[src/rtl/fetch_pkg.sv]
// fetch_pkg: shared types and constants for the instruction fetch stage.
//   fetch_state_e : fetch FSM states
//   PC_STEP       : byte distance between consecutive instructions
//   fetch_entry_t : default fetch-buffer entry {instr, pc}
package fetch_pkg;

  typedef enum logic [1:0] {
    IDLE,
    REQ,
    WAIT,
    DROP
  } fetch_state_e;

  localparam int unsigned PC_STEP       = 4;
  localparam int unsigned FETCH_ADDRSZ  = 64;
  localparam int unsigned FETCH_INSTRSZ = 32;

  typedef struct packed {
    logic [FETCH_INSTRSZ-1:0] instr;
    logic [FETCH_ADDRSZ-1:0]  pc;
  } fetch_entry_t;

endpackage

[src/rtl/fetch_fifo.sv]
// fetch_fifo: small synchronous FIFO holding fetched words with their PCs.
// Ports:
//   clk, reset_n     : clock, asynchronous active-low reset
//   push, push_data  : write an entry (ignored while flushing)
//   pop              : remove the head entry (ignored when empty or flushing)
//   flush            : discard all entries; wins over push and pop
//   head             : current head entry (all zero after reset)
//   count/full/empty : occupancy
// DEPTH must be a power of two so the pointers wrap by plain overflow.
module fetch_fifo
  import fetch_pkg::*;
#(
  parameter int unsigned DEPTH = 4,
  parameter type entry_t = fetch_entry_t
) (
  input  logic                     clk,
  input  logic                     reset_n,
  input  logic                     push,
  input  entry_t                   push_data,
  input  logic                     pop,
  input  logic                     flush,
  output entry_t                   head,
  output logic [$clog2(DEPTH):0]   count,
  output logic                     full,
  output logic                     empty
);

  localparam int unsigned PW = $clog2(DEPTH);
  localparam logic [PW:0] FULL_CNT = (PW+1)'(DEPTH);

  entry_t        mem [DEPTH];
  logic [PW-1:0] wr_ptr;
  logic [PW-1:0] rd_ptr;
  logic          do_push;
  logic          do_pop;

  assign empty = (count == '0);
  assign full  = (count == FULL_CNT);
  assign head  = mem[rd_ptr];

  // A push into a full FIFO is accepted only when the head leaves in the same cycle.
  assign do_pop  = pop && !empty && !flush;
  assign do_push = push && !flush && (!full || do_pop);

  always_ff @(posedge clk or negedge reset_n) begin
    if (!reset_n) begin
      for (int i = 0; i < DEPTH; i++) mem[i] <= '0;
    end else if (do_push) begin
      mem[wr_ptr] <= push_data;
    end
  end

  always_ff @(posedge clk or negedge reset_n) begin
    if (!reset_n) begin
      wr_ptr <= '0;
      rd_ptr <= '0;
      count  <= '0;
    end else if (flush) begin
      wr_ptr <= '0;
      rd_ptr <= '0;
      count  <= '0;
    end else begin
      if (do_push) wr_ptr <= wr_ptr + PW'(1);
      if (do_pop)  rd_ptr <= rd_ptr + PW'(1);
      unique case ({do_push, do_pop})
        2'b10:   count <= count + (PW+1)'(1);
        2'b01:   count <= count - (PW+1)'(1);
        default: count <= count;
      endcase
    end
  end

endmodule

[src/rtl/fetch_unit.sv]
// fetch_unit: instruction fetch stage feeding the decoder.
// Holds the PC, issues one-at-a-time word reads to instruction memory, buffers
// returned words with their PCs and hands them to the decoder via valid/ready.
// A redirect flushes the buffer and restarts fetch at the new (word-aligned) PC.
// Ports:
//   clk, reset_n                   : clock, asynchronous active-low reset
//   mem_req_valid/ready/addr       : read request channel (one outstanding max)
//   mem_resp_valid/data            : single-cycle read response, no backpressure
//   redirect_valid/pc              : restart fetch at redirect_pc (bits [1:0] cleared)
//   instr_valid/ready, instr/pc    : instruction channel to the decoder
module fetch_unit
  import fetch_pkg::*;
#(
  parameter int unsigned       ADDRSZ     = 64,
  parameter int unsigned       INSTRSZ    = 32,
  parameter int unsigned       FIFO_DEPTH = 4,
  parameter logic [ADDRSZ-1:0] RESET_PC   = '0
) (
  input  logic               clk,
  input  logic               reset_n,
  output logic               mem_req_valid,
  input  logic               mem_req_ready,
  output logic [ADDRSZ-1:0]  mem_req_addr,
  input  logic               mem_resp_valid,
  input  logic [INSTRSZ-1:0] mem_resp_data,
  input  logic               redirect_valid,
  input  logic [ADDRSZ-1:0]  redirect_pc,
  output logic               instr_valid,
  input  logic               instr_ready,
  output logic [INSTRSZ-1:0] instr,
  output logic [ADDRSZ-1:0]  instr_pc
);

  typedef struct packed {
    logic [INSTRSZ-1:0] instr;
    logic [ADDRSZ-1:0]  pc;
  } entry_t;

  localparam int unsigned    CW       = $clog2(FIFO_DEPTH) + 1;
  localparam logic [CW-1:0]  CNT_LAST = CW'(FIFO_DEPTH - 1);
  localparam logic [ADDRSZ-1:0] STEP  = ADDRSZ'(PC_STEP);

  fetch_state_e      state, state_nxt;
  logic [ADDRSZ-1:0] pc, pc_nxt;
  // stale: a redirect hit a request that memory has not yet accepted. The
  // request keeps its old address (stale_addr) while pc already holds the
  // redirect target; the response to that request will be discarded.
  logic              stale, stale_nxt;
  logic [ADDRSZ-1:0] stale_addr, stale_addr_nxt;
  logic [ADDRSZ-1:0] redir_pc;
  logic              req_fire;
  logic              push;
  logic              pop;
  entry_t            push_data;
  entry_t            head;
  logic [CW-1:0]     count;
  logic              full;
  logic              empty;

  assign redir_pc      = redirect_pc & ~ADDRSZ'(3);
  assign mem_req_valid = (state == REQ);
  assign mem_req_addr  = stale ? stale_addr : pc;
  assign req_fire      = mem_req_valid && mem_req_ready;

  assign instr_valid   = !empty;
  assign instr         = head.instr;
  assign instr_pc      = head.pc;
  assign pop           = instr_valid && instr_ready;

  // In WAIT without a redirect, pc has already advanced past the word in flight.
  assign push          = (state == WAIT) && mem_resp_valid && !redirect_valid;
  assign push_data     = '{instr: mem_resp_data, pc: pc - STEP};

  fetch_fifo #(
    .DEPTH   (FIFO_DEPTH),
    .entry_t (entry_t)
  ) u_fifo (
    .clk       (clk),
    .reset_n   (reset_n),
    .push      (push),
    .push_data (push_data),
    .pop       (pop),
    .flush     (redirect_valid),
    .head      (head),
    .count     (count),
    .full      (full),
    .empty     (empty)
  );

  always_comb begin
    state_nxt      = state;
    pc_nxt         = pc;
    stale_nxt      = stale;
    stale_addr_nxt = stale_addr;
    unique case (state)
      IDLE: begin
        // Nothing is outstanding here, so credit reduces to a free slot.
        if (redirect_valid) begin
          pc_nxt    = redir_pc;
          state_nxt = REQ;
        end else if (!full) begin
          state_nxt = REQ;
        end
      end
      REQ: begin
        if (req_fire) begin
          stale_nxt = 1'b0;
          if (redirect_valid || stale) begin
            state_nxt = DROP;
            if (redirect_valid) pc_nxt = redir_pc;
          end else begin
            state_nxt = WAIT;
            pc_nxt    = pc + STEP;
          end
        end else if (redirect_valid) begin
          if (!stale) begin
            stale_nxt      = 1'b1;
            stale_addr_nxt = pc;
          end
          pc_nxt = redir_pc;
        end
      end
      WAIT: begin
        if (redirect_valid) begin
          pc_nxt    = redir_pc;
          state_nxt = mem_resp_valid ? REQ : DROP;
        end else if (mem_resp_valid) begin
          // Credit after this push: count + 1 < FIFO_DEPTH.
          state_nxt = (count < CNT_LAST) ? REQ : IDLE;
        end
      end
      DROP: begin
        if (redirect_valid) pc_nxt = redir_pc;
        if (mem_resp_valid) state_nxt = REQ;
      end
      default: state_nxt = IDLE;
    endcase
  end

  always_ff @(posedge clk or negedge reset_n) begin
    if (!reset_n) begin
      state      <= IDLE;
      pc         <= RESET_PC;
      stale      <= 1'b0;
      stale_addr <= '0;
    end else begin
      state      <= state_nxt;
      pc         <= pc_nxt;
      stale      <= stale_nxt;
      stale_addr <= stale_addr_nxt;
    end
  end

endmodule

[config.mk]
export PLATFORM = sky130hd
export DESIGN_NAME = fetch_unit
export DESIGN_NICKNAME = d
export VERILOG_FILES = /design/src/rtl/fetch_pkg.sv /design/src/rtl/fetch_fifo.sv /design/src/rtl/fetch_unit.sv
export SDC_FILE = /design/constraint.sdc
export NUM_CORES = 1
export LEC_CHECK = 0
export ABC_CLOCK_PERIOD_IN_PS = 2600
export BUFFER_PORTS_ARGS = -buffer_cell sky130_fd_sc_hd__clkbuf_2
export CAP_MARGIN = 25
export CORE_UTILIZATION = 40
export CTS_CLUSTER_DIAMETER = 60
export DETAILED_ROUTE_END_ITERATION = 10
export GPL_TIMING_DRIVEN = 0
export PLACE_DENSITY = 0.68
export SYNTH_ARGS = -nofsm -noshare
export SYNTH_HDL_FRONTEND = slang
export SYNTH_SLANG_ARGS = --single-unit
[constraint.sdc]
create_clock -name clk -period 2.6 [get_ports clk]
set_input_delay 0.52 -clock clk [delete_from_list [all_inputs] [get_ports clk]]
set_output_delay 0.52 -clock clk [all_outputs]
set_load 0.05 [all_outputs]
# Yosys cells after proc, flatten, opt, wreduce, memory -nomap -nowiden
# Index checks and enable logic that the tools add are counted.
[op_classes]
n_addsub = 6
order_cmp = 4
eq_ne = 10
mux = 29
bitwise_logic = 3
reduce_logical = 24
[ops]
columns = ["operator", "count"]
rows = [
  ["bitwise mux 384 bit", 1],
  ["2-to-1 mux 96 bit", 3],
  ["2-to-1 mux 64 bit", 4],
  ["binary-select mux 96 bit (select 2 bit)", 1],
  ["demux 96 bit (select 2 bit)", 1],
  ["case mux 64 bit (2 select lines)", 1],
  ["adder 64 x 3 -> 64 bit (second input constant)", 1],
  ["subtractor 64 x 3 -> 64 bit (second input constant)", 1],
  ["2-to-1 mux 2 bit", 11],
  ["logical AND 1 bit", 9],
  ["case mux 2 bit (4 select lines)", 1],
  ["== test 2 bit (second input constant)", 3],
  [">= comparator 3 bit (second input constant)", 2],
  ["!= test 3 bit (second input constant)", 2],
  ["NOT 2 -> 3 bit", 2],
  ["case mux 3 bit (2 select lines)", 1],
  ["nonzero test 2 bit", 3],
  ["adder 2 x 1 -> 2 bit (second input constant)", 2],
  ["== test 2 x 1 -> 1 bit (second input constant)", 2],
  ["2-to-1 mux 1 bit", 4],
  ["AND reduction 4 bit", 1],
  ["adder 3 x 1 -> 3 bit (second input constant)", 1],
  ["== test 3 bit (second input constant)", 1],
  ["logical NOT 1 bit", 3],
  ["other kinds (14)", 15],
]
[word_totals]
regBits = 522
in_bits = 102
output_inout_bits = 162

# Depth between registers and ports, before layout
[logic_depth]
depth_word = 10
ltp_mapped = 11
depth_no_buf = 10

# Modules after synthesis
# A second synthesis with hierarchy kept.
[hier_totals]
hier_cells = 1950
area_unflattened_um2 = 26724.4
[by_module_without_submodules]
columns = ["mod", "instances", "cells_each", "area_each_um2", "seq_area_each_um2"]
rows = [
  ["fetch_fifo", 1, 996, 17932.2, 9784.4],
  ["fetch_unit", 1, 954, 8792.2, 3278.1],
]

# Least setup slack after synthesis
# OpenSTA, ideal clock, no wires.
[synth_path]
kind = "reg-to-reg"
from = "reg state[1]"
to = "reg pc[60]"
setup_ns = 0.125
arrival_ns = 2.733
setup_slack_ns = -0.258
stages_incl_launch_ff = 10
synth_period_minus_slack_ns = 2.858
cell_sequence = "dfrtp_1 -> inv_1 -> ha_1 -> buf_2 -> nand4b_1 -> nor3_2 -> nand3_1 -> nor4_1 -> xor2_1 -> mux2_2"
[synth_between]
elab_chain_len = 4
[synth_rtl]
columns = ["item", "line_no", "text"]
rows = [
  ["start, declared", "fetch_unit.sv:43", "fetch_state_e state, state_nxt;"],
  ["start signal, assigned", "fetch_unit.sv:147", "state <= state_nxt;"],
  ["== test 2 x 1 -> 1 bit *", "fetch_unit.sv:61", "assign mem_req_valid = (state == REQ);"],
  ["named net mem_req_valid", "fetch_unit.sv:21", "output logic mem_req_valid,"],
  ["logical AND 1 bit", "fetch_unit.sv:63", "assign req_fire = mem_req_valid && mem_req_ready;"],
  ["2-to-1 mux 64 bit", "fetch_unit.sv:106", "if (req_fire) begin"],
  ["case mux 64 bit (2 select lines) *", "fetch_unit.sv:95", "unique case (state)"],
  ["named net pc_nxt[60]", "fetch_unit.sv:44", "logic [ADDRSZ-1:0] pc, pc_nxt;"],
  ["end signal, assigned", "fetch_unit.sv:148", "pc <= pc_nxt;"],
  ["end, declared", "fetch_unit.sv:44", ""],
]
# Mark *: on every way through the listed nets, which the timed path passes. The rest lies on a longest branch.
# A chain may end at the register's enable or synchronous reset.

# Final worst setup path
[layout_path]
from = "reg u_fifo.rd_ptr[0]"
to = "out instr[19]"
[layout_between]
elab_chain_len = 4
[layout_rtl]
columns = ["item", "line_no", "text"]
rows = [
  ["start, declared", "fetch_fifo.sv:33", "logic [PW-1:0] rd_ptr;"],
  ["start signal, assigned", "fetch_fifo.sv:64", "if (do_pop) rd_ptr <= rd_ptr + PW'(1);"],
  ["NOT 2 -> 3 bit (not written as such)", "fetch_fifo.sv:39", "assign head = mem[rd_ptr];"],
  ["binary-select mux 96 bit (select 2 bit)", "fetch_fifo.sv:39", ""],
  ["2-to-1 mux 96 bit (not written as such) (2 in series)", "fetch_fifo.sv:39", ""],
  ["end, declared", "fetch_unit.sv:30", "output logic [INSTRSZ-1:0] instr,"],
]
# No other way between the ends. The select of a mux whose other input is x is not followed.

==> key figures <==
Routing
  – Routed wire length: 77.3 mm
  – Drt first pass iters: 8
  – Drt first-iter violations: 1,745
  – Vias per cell: 5.70
  – Total number of vias: 19.0k
  – DRC viols: 0
  – WL/cell: 23.2 microns
  – Routed Antenna Nets: 0

Timing
  – Setup TNS: -7.86 ns
  – RSZ-0062 raised after global routing: yes
  – Max-slew headroom: 40.6%
  – Worst Skew: 0.0232 ns
  – Fin. Hold Viols: 0
  – Slew @ Worst Pin: 0.891 ns
  – FMAX: 363 MHz
  – Min setup slack post-route: -0.158 ns
  – Max-slew violation count: 0
  – Final Setup Violations: 88
  – Period minus WS final: 2.76 ns
  – Final period util: 106%

Synth
  – Synthesized Nets: 2,267
  – Synth Register Bits: 522
  – Synth cell types: 54
  – Synth Area per Inst: 11.5 sq um
  – Post-synth top area share: 52.8%
  – Number of flops mapped to enable cells by yosys: 0
  – Async SR Flop Fraction: 100%
  – Post-Syn Instances: 2,153
  – Main synth FF type: dfrtp_1
  – Mapped cell area: 0.0247 sq mm
  – Synth area leader: dfrtp_1
  – Top cells by area, synth: dfrtp_1 53%, mux2_2 12%, mux4_2 8.7%
  – Sequential fraction of the synthesis area: 52.8%
  – Warnings from Yosys: 0

Layout
  – Fin area: 0.0322 sq mm
  – Multi-input gate area: 0.0116 sq mm
  – Share of post-route cells with drive strength above 1: 39.3%
  – Final cell count without fillers: 3,338
  – Layout fillers: 5,002
  – FF/Latch Area: 0.0131 sq mm
  – Area Overhead vs Synth: 30.4%
  – Net count, final: 2,621
  – Util after Layout: 53.1%

Run
  – Maxcap violations: 0

Placed design
  – DPL Wire Length: 53.2 mm
  – GP Congestion: 0.868
  – DP Worst Slack: -1.19 ns
  – Post-place instance area: 0.0272 sq mm
  – Placed cells: 3,200
  – Number of I/O port buffers: 260

Floorplanning
  – Die area: 0.0628 sq mm
  – Die width: 251 microns
  – Site row count: 90
  – Die H: 251 microns
  – Initial Util: 40.7%
  – Placeable core region: 0.0607 sq mm
  – IO Count: 264

GRT
  – First-pass GRT wire length: 118 mm
  – Vias in the first global route: 19.7k
  – Grt ovf: 0
  – Largest net degree at the start of global routing: 120
  – Initial antenna violation count: 4
  – GRT Total Usage: 24.5%

Pwr
  – Max VDD drop: 0.000802 V
  – P_sw: 0.0129 W
  – Clock power frac: 25.9%
  – Power Dens Cells: 1060 mW/mm^2
  – Sw Ratio: 37.8%
  – Sequential power share: 30.7%
  – Combinational share of power: 43.4%
  – P_int: 0.0213 W
  – Pleak: 14.3 nW

Run status
  – Status: finished with violations
  – Failing checks: setup timing

Setup path
  – Critical R2R Capture: u_fifo.mem[253]
  – Crit Path Max Fanout: 8
  – CP arrival: 2.24 ns
  – Worst setup SP type: register
  – Critical path class: reg2out
  – CP endpoint kind: primary output
  – CP required: 2.08 ns
  – R2R Setup Slk: 0.01 ns
  – R2R cell count: 7
  – Reg2Reg Launch Point: pc[13]
  – Critical Path Start: u_fifo.rd_ptr[0]

Clock tree
  – Num Clock Sinks: 522
  – TritonCTS buffer count: 56
  – CTS tree: done
  – CTS root buf: clkbuf_16
  – Max Buffers Root-to-Sink: 3
  – Reg clk slew, reported paths: 0.07 ns
  – H-tree depth: 2
  – Worst-Skew Late Latency: 0.62 ns

Worst hold path
  – Hold Crit Endpoint: pc[42]
  – Hold path depth: 3
  – Min-delay worst type: in2reg
  – Hold Crit Start: redirect_pc[42]
-- synthesized netlist by cell type, types with 2 or more instances --
cell type / number
or3_1: 14
nand4_1: 16
dfrtp_1: 522
or2_2: 5
and4_1: 3
or4_1: 3
a311oi_1: 2
nor2b_1: 6
nand2_1: 365
o21ai_0: 289
a21oi_1: 10
buf_1: 30
nand2b_1: 2
and3_1: 13
mux2i_1: 4
nor2_1: 56
mux2_2: 259
nor4_1: 29
ha_1: 11
nor3_1: 37
nand3_1: 31
inv_1: 18
nor4b_2: 2
buf_6: 2
o31a_1: 2
mux4_2: 96
a31oi_1: 3
xnor2_1: 80
xor2_1: 39
buf_2: 27
nor4_4: 4
o21ai_1: 25
a211oi_1: 2
nand4b_1: 3
nor3_2: 7
clkbuf_1: 118
-- routing by layer --
layer,vias up,global-route usage [%],routed length (microns)
met4,4,8.82,2700
met5,-,0,23
met3,143,5.26,5800
met1,9815,32.0,31200
li1,8279,-,-
met2,784,40.0,37600
-- what timing repair did --
action,CTS,global route
pin swaps,24,28
setup endpoints to repair,662,470
gates resized for setup,553,238
cloned,4,6
hold buffers,1,0
setup buffers,33,18
hold endpoints to repair,79,0
-- registers in the layout, summed over array words and instances, names as in the netlist --
register / flops
u_fifo.mem: 384
pc: 64
stale_addr: 64
u_fifo.count: 3
state: 2
u_fifo.rd_ptr: 2
u_fifo.wr_ptr: 2
stale: 1
-- worst max-delay path by stage --
stage / end / cells past startpoint
3_3_place_gp: u_fifo.mem[123] / 1
3_5_place_dp: u_fifo.mem[227] / 9
6_report: instr[19] / 5
5_1_grt: instr[19] / 5
4_1_cts: instr_pc[32] / 5
2_1_floorplan: instr[10] / 4
-- logic make-up (layout without fill, tap and decap cells) --
| group | after synthesis | count (layout) | synth area share, % |
|---|---|---|---|
| compound gates | 339 | 339 | 7.07 |
| xor+xnor | 119 | 119 | 4.21 |
| fa+ha+maj | 12 | 12 | 0.637 |
| buf+inv | 196 | 596 | 3.18 |
| flops | 522 | 522 | 52.8 |
| mux | 359 | 359 | 20.7 |
| other cells | 0 | 3 | 0 |
| simple gates | 606 | 606 | 11.4 |
-- cells in the final DEF, fill, tap and decap left out, drive strengths merged, types with 5 or more instances in the layout --
master,Yosys,routed
nor2,56,56
or2,5,5
nand2,365,365
nand4,17,17
mux4,96,96
clkinv,0,11
clkbuf,119,302
nor4,34,34
ha,11,11
a21oi,10,10
bufinv,0,11
o21ai,314,314
dfrtp,522,522
and3,13,13
inv,18,20
clkinvlp,0,9
mux2,259,259
nand3,32,32
or3,14,14
xnor2,80,80
xor2,39,39
nor3,44,44
buf,59,242
nor2b,6,6
-- power groups by stage --
stage                     Clock [W]  Combinational [W]  Sequential (W)
final                       0.00887             0.0148          0.0105
after global routing        0.00929             0.0155          0.0107
after CTS                   0.00897             0.0140          0.0104
after detailed placement          0             0.0116          0.0105
after global placement            0             0.0114          0.0104
after floorplan                   0            0.00879          0.0102
-- worst max-delay path: stages (launching register included) --
cell	delay (ns)
dfrtp_4	0.45
buf_12	0.13
buf_12	0.15
buf_12	0.15
mux4_2	0.55
buf_8	0.18
-- through the flow --
step / hold WS [ns] / total power, W
after detailed placement: 0.465 / 0.0221
after CTS: 0.0865 / 0.0334
after global placement: 0.456 / 0.0217
after global routing: 0.0990 / 0.0354
final: 0.104 / 0.0342
after floorplan: 0.224 / 0.0190
-- area by class of cell --
| class | instances | share of cell area (%) |
|---|---|---|
| diodes | 3 | 0.0233 |
| plain buffers | 149 | 3.24 |
| clock buffers | 71 | 4.86 |
| clock inverters | 33 | 1.55 |
| inverters | 18 | 0.217 |
| multi-input cells | 1435 | 35.9 |
| flip-flops and latches | 522 | 40.5 |
| well taps | 782 | 3.03 |
| repair buffers | 325 | 10.6 |
Power figures use the tool's default switching activity.
